--- config.mk ---
export PLATFORM = sky130hd
export DESIGN_NAME = instr_fetch_flat
export DESIGN_NICKNAME = d
export VERILOG_FILES = /design/src/rtl/instr_fetch_if.sv /design/src/rtl/instr_fetch.sv /design/src/flat_wrapper.sv
export SDC_FILE = /design/constraint.sdc
export NUM_CORES = 1
export LEC_CHECK = 0
export BUFFER_PORTS_ARGS = -buffer_cell sky130_fd_sc_hd__clkbuf_2
export CAP_MARGIN = 25
export CORE_MARGIN = 2
export CORE_UTILIZATION = 30
export DETAILED_ROUTE_END_ITERATION = 16
export PLACE_DENSITY = 0.5
export RECOVER_POWER = 25
export SLEW_MARGIN = 20
export SYNTH_ARGS = -nofsm -noshare
export SYNTH_HDL_FRONTEND = slang
export SYNTH_SLANG_ARGS = --single-unit
--- constraint.sdc ---
create_clock -name clk -period 9.16 [get_ports clk]
set_clock_uncertainty 0.2 [all_clocks]
set_input_delay 0.458 -clock clk [delete_from_list [all_inputs] [get_ports clk]]
set_output_delay 0.458 -clock clk [all_outputs]
set_load 0.1 [all_outputs]
--- src/rtl/instr_fetch_if.sv ---
// Instruction-memory fetch bus: one outstanding word request, completed by req & ready.
interface instr_fetch_if;
  logic        req;
  logic [31:0] addr;
  logic [31:0] rdata;
  logic        ready;

  modport master (output req, output addr, input rdata, input ready);
  modport slave  (input req, input addr, output rdata, output ready);
endinterface

--- src/rtl/instr_fetch.sv ---
// Multicycle MIPS fetch stage: PC, IR capture over a req/ready bus, branch/jump redirect,
// and the imm16/ext_op feed for the immediate extender.
module instr_fetch #(
  parameter logic [31:0] RESET_PC = 32'h0000_3000
) (
  input  logic               clk,
  input  logic               rst_n,
  instr_fetch_if.master      imem,
  output logic [31:0]        ir,
  output logic [31:0]        ir_pc,
  output logic               ir_valid,
  input  logic               dec_ready,
  output logic [15:0]        imm16,
  output logic               ext_op,
  input  logic               redirect,
  input  logic               redirect_kind,
  input  logic [31:0]        ext_imm,
  input  logic [25:0]        jump_idx
);

  typedef enum logic {
    FETCH = 1'b0,
    VALID = 1'b1
  } state_t;

  state_t      state_reg;
  logic [31:0] pc_reg;
  logic        req_reg;
  logic [31:0] ir_reg;
  logic [31:0] ir_pc_reg;
  logic        ir_valid_reg;

  logic [31:0] npc;
  logic [31:0] branch_target;
  logic [31:0] jump_target;
  logic [31:0] redirect_target;

  // Targets are relative to the consumed instruction, not to the already-advanced pc.
  assign npc             = ir_pc_reg + 32'd4;
  assign branch_target   = npc + (ext_imm << 2);
  assign jump_target     = {npc[31:28], jump_idx, 2'b00};
  assign redirect_target = redirect_kind ? jump_target : branch_target;

  // req_reg is cleared by reset, so the first FETCH cycle after release never captures.
  always_ff @(posedge clk or negedge rst_n) begin
    if (!rst_n) begin
      state_reg    <= FETCH;
      pc_reg       <= RESET_PC;
      req_reg      <= 1'b0;
      ir_reg       <= 32'd0;
      ir_pc_reg    <= 32'd0;
      ir_valid_reg <= 1'b0;
    end else begin
      case (state_reg)
        FETCH: begin
          if (req_reg && imem.ready) begin
            ir_reg       <= imem.rdata;
            ir_pc_reg    <= pc_reg;
            pc_reg       <= pc_reg + 32'd4;
            ir_valid_reg <= 1'b1;
            req_reg      <= 1'b0;
            state_reg    <= VALID;
          end else begin
            req_reg      <= 1'b1;
          end
        end
        VALID: begin
          if (dec_ready) begin
            ir_valid_reg <= 1'b0;
            req_reg      <= 1'b1;
            state_reg    <= FETCH;
            if (redirect) begin
              pc_reg <= redirect_target;
            end
          end
        end
        default: begin
          state_reg <= FETCH;
        end
      endcase
    end
  end

  assign imem.req  = req_reg;
  assign imem.addr = pc_reg;
  assign ir        = ir_reg;
  assign ir_pc     = ir_pc_reg;
  assign ir_valid  = ir_valid_reg;
  assign imm16     = ir_reg[15:0];

  // Sign-extend for arithmetic immediates, branch offsets and load/store displacements.
  always_comb begin
    ext_op = 1'b0;
    case (ir_reg[31:26])
      6'h04, 6'h05, 6'h08, 6'h09, 6'h0A, 6'h0B, 6'h23, 6'h2B: ext_op = 1'b1;
      default: ext_op = 1'b0;
    endcase
  end

endmodule

--- src/flat_wrapper.sv ---
// flat-port wrapper written by rule: the top's interface ports become plain ports
module instr_fetch_flat 
#(
  parameter logic [31:0] RESET_PC = 32'h0000_3000
)
  (clk, rst_n, ir, ir_pc, ir_valid, dec_ready, imm16, ext_op, redirect, redirect_kind, ext_imm, jump_idx, imem_req, imem_addr, imem_rdata, imem_ready);
  instr_fetch_if imem_i ();
  input  logic clk;
  input  logic rst_n;
  output logic [31:0] ir;
  output logic [31:0] ir_pc;
  output logic ir_valid;
  input  logic dec_ready;
  output logic [15:0] imm16;
  output logic ext_op;
  input  logic redirect;
  input  logic redirect_kind;
  input  logic [31:0] ext_imm;
  input  logic [25:0] jump_idx;
  output wire logic [$bits(imem_i.req)-1:0] imem_req;
  output wire logic [$bits(imem_i.addr)-1:0] imem_addr;
  input wire logic [$bits(imem_i.rdata)-1:0] imem_rdata;
  input wire logic [$bits(imem_i.ready)-1:0] imem_ready;
  assign imem_req = imem_i.req;
  assign imem_addr = imem_i.addr;
  assign imem_i.rdata = imem_rdata;
  assign imem_i.ready = imem_ready;
  instr_fetch #(.RESET_PC(RESET_PC)) u_core (.clk(clk), .rst_n(rst_n), .imem(imem_i), .ir(ir), .ir_pc(ir_pc), .ir_valid(ir_valid), .dec_ready(dec_ready), .imm16(imm16), .ext_op(ext_op), .redirect(redirect), .redirect_kind(redirect_kind), .ext_imm(ext_imm), .jump_idx(jump_idx));
endmodule
==> key figures, run 1 <==
Status
  – Outcome: complete, but fails checks
  – Failing checks: capacitance limit, slew limit

Worst setup path
  – Reg2reg setup slack: 4.45 ns
  – Crit Path Class: flip-flop to flip-flop
  – CP bufs+invs: 0
  – WP data arrival: between 4 and 5 ns
  – Crit path launch type: flip-flop
  – Worst Path Max Fanout: 7
  – Top delay family on crit path: simple AND/OR/NAND/NOR gates
  – Crit. End Element: flip-flop
  – CP max stage delay: 0.58 ns
  – WP depth: 15
  – CP Cell Sequence: and3_1 > nand4_1 > nor3_1 > nand2_1 > xnor2_1 > ha_1 > o21ai_0 > nor2_1 > nor3_1 > a311oi_1 > nor3_2 > o31ai_4 > mux2i_1 > a2111oi_2 > a311oi_1
  – Worst Path Required: 9.17 ns
  – R2R Path End: u_core.imem.addr[31]
  – Worst-case reg-to-reg path depth: 15
  – R2R Path Start: u_core.ir_pc[7]
  – Crit path max-delay cell type: nor3_1

Placement
  – DP HPWL: 17.3 mm
  – Setup WS pre-CTS: 4.45 ns
  – # port buffers: 208
  – Final GP Congestion: 0.856

Synth
  – Yosys warns: 0
  – Async S/R FF share, synth: 1.00
  – Sequential area share after synthesis: 0.360
  – Synthesized flop and latch total: 99
  – Post-synth top cells: nand2_1, dfrtp_1, nor2_1
  – Mean Syn Cell Area: ~8 sq um
  – Post-synth top area share: 0.353
  – Area leader, netlist: dfrtp_1
  – Number of enable flip-flop cells after synthesis: 0
  – Mapped Area: a little under 7000 sq um
  – Ys flop type: dfrtp_1
  – Post-Syn Instances: roughly 880
  – Most numerous cell in the Yosys netlist: nand2_1
  – Area contributors post-synth: dfrtp_1, nand2_1, ha_1
  – Net count after synthesis: 1012
  – Distinct cells, synth: 62

Floorplan
  – Die area: between 20000 and 25000 sq um
  – Initial Util: 0.305
  – Die Span Y: 155 um
  – Placement row count: 55
  – Die X: 155 um
  – I/O Pins: 211
  – Core Footprint: 22600 sq um

CTS
  – TritonCTS Sinks: between 90 and 100
  – CTS tree: done
  – CTS Buf Count: 9
  – Root Buffer: clkbuf_16
  – Postcts setup bufs: 0
  – Clock Tree Buf Depth: 2
  – Clock-pin slew on the worst setup and hold paths: 0.08 ns
  – Hold-fix buffers, CTS: 1
  – Skew-Pair Late Insertion Delay: 0.36 ns
  – H-tree lvl count: 3
  – Post-cts sizing count: 0

Detailed routing
  – Initial DRC count: 453
  – Antenna viol nets, final: 0
  – Total length of routed wires: 23.5 mm
  – Vias per cell: a little over 5
  – Detailed-router iteration count before antenna repair: 5
  – DRC errors left: 0
  – Routed WL per cell: about 17 um
  – Via total after detailed routing: 6825

Worst hold path
  – Hold Path Class: input pin to flip-flop
  – End of the worst hold path: u_core.ir[6]
  – WHS Path Cells: 3
  – Hold_sp: imem_rdata[6]

Run
  – Max Cap Viol: 1

Timing
  – Setup Total Neg Slack: 0 ns
  – Worst slew pin tran: about 2.3 ns
  – Slew Viols, Final: 41
  – Period utilization: 0.515
  – Final hold violation count: 0
  – F_max: 212 MHz
  – Setup slack after layout: about 4.4 ns
  – RSZ-0062 raised after global routing: false
  – Final setup violation count: 0
  – Max_slew headroom: -0.534
  – Final min period: 4.71 ns

Global route
  – Initial antenna violation count: 0
  – Total grt overflow: 0
  – Vias in the first global route: 6525
  – Global Route Usage Sum: 0.196
  – Pin count of the biggest net entering global routing: 72
  – First-pass GRT wire length: 36.9 mm

Finish
  – FF/Latch Area: between 2000 and 2500 sq um
  – Layout Nets: 1187
  – Diode count: 0
  – Fillers: 2454
  – Area of the multi-input gates: approximately 4000 sq um
  – Fraction of layout cells with a size suffix above 1: 0.198
  – Area growth syn-to-layout: 21.3%
worst max-delay path by stage:
| stage | start | to |
|---|---|---|
| final | u_core.ir_pc[7] | u_core.imem.addr[31] |
| after global routing | u_core.ir_pc[7] | u_core.imem.addr[31] |
| after CTS | u_core.ir_pc[7] | u_core.imem.addr[31] |
| after detailed placement | u_core.ir_pc[7] | u_core.imem.addr[31] |
| after global placement | u_core.ir_pc[7] | u_core.imem.addr[31] |
| after floorplan | u_core.ir_pc[8] | u_core.imem.addr[31] |
worst min-delay path, stage by stage:
cell and delay, ns:
clkbuf_2 0.07, nand2_1 0.04, nand2_1 0.04
stage by stage:
step / utilization / hold slack [ns] / instance area [sq um] / cells
final: 0.370 / 0.0802 / 8350 / 1344
after global routing: 0.370 / 0.0771 / 8350 / 1344
after detailed placement: 0.358 / 0.267 / 8080 / 1327
after global placement: 0.358 / 0.260 / 8080 / 1327
after CTS: 0.372 / 0.0695 / 8400 / 1344
after floorplan: - / -0.0376 / 6880 / 879
per-layer routing:
layer  vias to the layer above  GRT usage  part of all wire
li1                       3389          -                 -
met2                       218      0.312              0.46
met1                      3197      0.270              0.47
met4                         0     0.0542             0.016
met3                        21     0.0396             0.061
met5                         -          0                 0
logic make-up after synthesis:
family                   synth area share
AND/OR/NAND/NOR                     0.265
adder cells (fa/ha/maj)            0.0684
multiplexers                       0.0196
AO/OA/AOI/OAI                       0.179
XOR/XNOR                           0.0636
buffers and inverters              0.0442
flip-flops                          0.360
area by class of cell:
cell class,count,share of cell area
clock buffers,10,0.0286
clock inverters,6,0.00884
inverters,15,0.00674
multi-input cells,715,0.492
flip-flops and latches,99,0.297
well taps,285,0.0427
repair buffers,214,0.124
layout by cell type (no fill, tap or decap), types with 6 or more instances in the layout:
cell       count
clkbuf_1      40
mux2i_1        9
a21oi_1       55
a21o_1        12
dfrtp_1       97
xor2_1        13
nand2_1      260
o21ai_0       51
a31oi_1        6
ha_1          36
nor2_1        56
and3_1         9
o31ai_1        6
xnor2_1       37
nand3_1       38
o211ai_1       8
clkbuf_16      9
a311oi_1       6
inv_1         14
nand4_1       11
clkbuf_2     168
o21a_1         8
nor3_1        10
Power of run 1 is left out: the tool's default activity adds up to more than one toggle a clock period on the data nets, which glitch-free logic cannot reach.
==> inputs of run 2 (changes only) <==
--- a/config.mk
+++ b/config.mk
@@ -5,12 +5,13 @@
 export SDC_FILE = /design/constraint.sdc
 export NUM_CORES = 1
 export LEC_CHECK = 0
+export ABC_AREA = 1
 export BUFFER_PORTS_ARGS = -buffer_cell sky130_fd_sc_hd__clkbuf_2
 export CAP_MARGIN = 25
 export CORE_MARGIN = 2
 export CORE_UTILIZATION = 30
 export DETAILED_ROUTE_END_ITERATION = 16
-export PLACE_DENSITY = 0.5
+export PLACE_DENSITY = 0.49
 export RECOVER_POWER = 25
 export SLEW_MARGIN = 20
 export SYNTH_ARGS = -nofsm -noshare
==> constraint.sdc (replaced) <==
create_clock -name clk -period 4.5 [get_ports clk]
set_clock_uncertainty 0.2 [all_clocks]
set_input_delay 0.225 -clock clk [delete_from_list [all_inputs] [get_ports clk]]
set_output_delay 0.225 -clock clk [all_outputs]
set_load 0.1 [all_outputs]
==> run 2 against run 1 <==
Effect of this change:
- the flow still finishes with violations (capacitance limit, slew limit)
- clock-buffer cell count up 1
- maximum frequency up 29%
- area after synthesis up 15%
- register-to-register slack worse by 3.6 ns
- wire length up 24%
==> key figures, run 2 <==
Synth
  – Adder-cell share of the synthesized area: 0.0592 (-0.00915)
  – Post-synth top area share: 0.306 (-0.0472)
  – Post-synth top cells: nand2_1, inv_1, nor2_1
  – Post-Syn Instances: 1221 (+39%)
  – Compound-Gate Fraction of Synth Area: 0.109 (-0.0700)
  – Distinct cells, synth: 47 (-24%)
  – Simple-gate share of the synthesized area: 0.361 (+0.0961)
  – Synthesized flop and latch total: 99 (unchanged)
  – Largest family of logic cells by synthesized area: simple AND/OR/NAND/NOR gates
  – Synth Area in XOR/XNOR: 0.0572 (-0.00647)
  – Mean Syn Cell Area: 6.51 sq um (-17%)
  – Net count after synthesis: 1354 (+34%)
  – Number of enable flip-flop cells after synthesis: 0 (unchanged)
  – Area contributors post-synth: dfrtp_1, nand2_1, inv_1
  – Async S/R FF share, synth: 1.00 (unchanged)
  – Mux cell area share after synthesis: 0 (-0.0196)
  – Ys flop type: dfrtp_1
  – Yosys warns: 0 (unchanged)
  – Mapped Area: 7940 sq um (+15%)
  – Most numerous cell in the Yosys netlist: nand2_1
  – Sequential area share after synthesis: 0.312 (-0.0483)
  – Area leader, netlist: dfrtp_1

Timing
  – Worst slew pin tran: 1.74 ns (-0.565 ns)
  – Period utilization: 0.813 (+0.298)
  – Max_slew headroom: -0.157 (+0.377)
  – Final hold violation count: 0 (unchanged)
  – Final setup violation count: 0 (unchanged)
  – Final min period: 3.66 ns (-1.06 ns)
  – Slew Viols, Final: 67 (+63%)
  – RSZ-0062 raised after global routing: false
  – Setup Total Neg Slack: 0 ns (unchanged)
  – F_max: 273 MHz (+29%)

Global route
  – Pin count of the biggest net entering global routing: 93 (+29%)
  – First-pass GRT wire length: 44.7 mm (+21%)
  – Initial antenna violation count: 0 (unchanged)
  – Vias in the first global route: 8151 (+25%)
  – Total grt overflow: 0 (unchanged)
  – Global Route Usage Sum: 0.206 (+0.0104)

CTS
  – Root Buffer: clkbuf_16
  – Post-cts sizing count: 0 (unchanged)
  – Skew-Pair Late Insertion Delay: 0.35 ns (about the same)
  – CTS Buf Count: 9 (unchanged)
  – Clock-pin slew on the worst setup and hold paths: 0.07 ns (about the same)
  – TritonCTS Sinks: 99 (unchanged)
  – H-tree lvl count: 3 (unchanged)
  – Clock Tree Buf Depth: 2 (unchanged)
  – CTS tree: done

Worst setup path
  – Reg2reg setup slack: 0.84 ns (-3.60 ns)
  – Most used cell, CP: nand2_1
  – CP Cell Sequence: ha_1 > nand3_1 > nor3b_2 > nand2_1 > nor2_1 > xnor2_1 > inv_1 > ha_1 > nand2_1 > inv_1 > nand2_1 > nor3_1 > a21oi_1 > nand2_1 > nand2_1 > o21ai_0 > a21oi_1
  – Crit. End Element: flip-flop
  – WP data arrival: 3.66 ns (-1.06 ns)
  – Worst Path Required: 4.50 ns (-4.67 ns)
  – R2R Path Start: u_core.ir_pc[3]
  – Worst Path Max Fanout: 5 (-2)
  – R2R Path End: u_core.imem.addr[18]
  – Worst-case reg-to-reg path depth: 17 (+2)
  – Critical Path Source: u_core.ir_pc[3]
  – CP max stage delay: 0.43 ns (-0.15 ns)
  – Crit path max-delay cell type: dfrtp_1
  – Crit Path Class: flip-flop to flip-flop
  – Crit path launch type: flip-flop
  – Critical Path End: u_core.imem.addr[18]

Finish
  – Layout Nets: 1564 (+32%)
  – Area growth syn-to-layout: 23.3%
  – Most common cell after layout, fill and taps aside: nand2_1
  – Diode count: 0 (unchanged)
  – FF/Latch Area: 2480 sq um (unchanged)
  – Area of the multi-input gates: 4670 sq um (+14%)
  – Fillers: 2861 (+17%)
  – Fraction of layout cells with a size suffix above 1: 0.167 (-0.0311)
  – Commonest cells after routing, fill and taps aside: nand2_1, clkbuf_2, inv_1

Status
  – Failing checks: capacitance limit, slew limit
  – Outcome: complete, but fails checks

Detailed routing
  – DRC errors left: 0 (unchanged)
  – Vias per cell: 4.76 (-6.4%)
  – Antenna viol nets, final: 0 (unchanged)
  – Routed WL per cell: 16.5 um (-5.9%)
  – Initial DRC count: 531 (+17%)
  – Via total after detailed routing: 8417 (+23%)
  – Total length of routed wires: 29.1 mm (+24%)
  – Detailed-router iteration count before antenna repair: 6 (+1)

Worst hold path
  – WHS Path Cells: 5 (+2)
  – Hold Path Class: input pin to flip-flop

Placement
  – Final GP Congestion: 0.884 (+3.3%)
  – # port buffers: 208 (unchanged)
  – DP HPWL: 23.1 mm (+34%)

Floorplan
  – Core Footprint: 26100 sq um (+15%)
  – Initial Util: 0.305 (about the same)
  – Die X: 167 um (+7.3%)
  – Die area: 27800 sq um (+15%)
  – I/O Pins: 211 (unchanged)
  – Die Span Y: 167 um (+7.3%)
  – Placement row count: 59 (+7.3%)

Run
  – Max Cap Viol: 1 (unchanged)
==> run 2: worst min-delay path by stage <==
| stage | to | slack (ns) | startpoint |
|---|---|---|---|
| floorplan | u_core.imem.addr[0] | -0.27 | rst_n |
| global placement | u_core.ir[18] | 0.21 | rst_n |
| detailed placement | u_core.ir[18] | 0.21 | rst_n |
| finish | u_core.imem.addr[27] | 0.004 | jump_idx[25] |
| CTS | u_core.imem.addr[27] | 0.0002 | jump_idx[25] |
| global route | u_core.imem.addr[27] | 0.05 | jump_idx[25] |
==> run 2: what timing repair did <==
| action | CTS | global route |
|---|---|---|
| hold buffers | 35 | 0 |
| buffers inserted | 0 | 0 |
| hold endpoints to repair | 100 | 0 |
==> run 2: cell type report <==
class / count / area share
clock buffers: 11 / 0.0248
clock inverters: 4 / 0.00524
inverters: 141 / 0.0540
well taps: 335 / 0.0428
multi-input cells: 933 / 0.477
repair buffers: 247 / 0.143
flip-flops and latches: 99 / 0.253
==> run 2: kinds of logic after synthesis <==
kind of cell / after synthesis
compound gates: 158
xor+xnor: 51
fa+ha+maj: 37
buf+inv: 189
flops: 99
simple gates: 687
==> run 2: worst max-delay path: cells and delay by family, from the launching register on <==
kind,cells,cell delay (ns)
AOI/OAI and AO/OA,3,0.69
adders and majority gates,2,0.55
DFF,1,0.43
xor gates and xnor gates,1,0.17
and+or+nand+nor,9,1.32
buffers and inverters,2,0.15
==> run 2: per-layer routing <==
layer  wire [um]  vias up  global-route usage
met5           0        -                   0
met4         563        0              0.0588
met3        1880       29              0.0323
met2       13600      270               0.348
met1       13100     3837               0.273
li1            -     4281                   -
==> run 2: metrics by stage <==
stage                     worst slack, ns  utilization  hold WS [ns]  std cells  cell area [sq um]
after floorplan                     0.701            -        -0.271       1221               7940
final                               0.843        0.376       0.00393       1770               9800
after CTS                           0.856        0.377      0.000245       1770               9820
after global routing                0.512        0.376        0.0509       1770               9800
after global placement              0.918        0.352         0.206       1720               9170
after detailed placement            0.872        0.352         0.210       1720               9170
Power of run 2 is left out for the same reason.
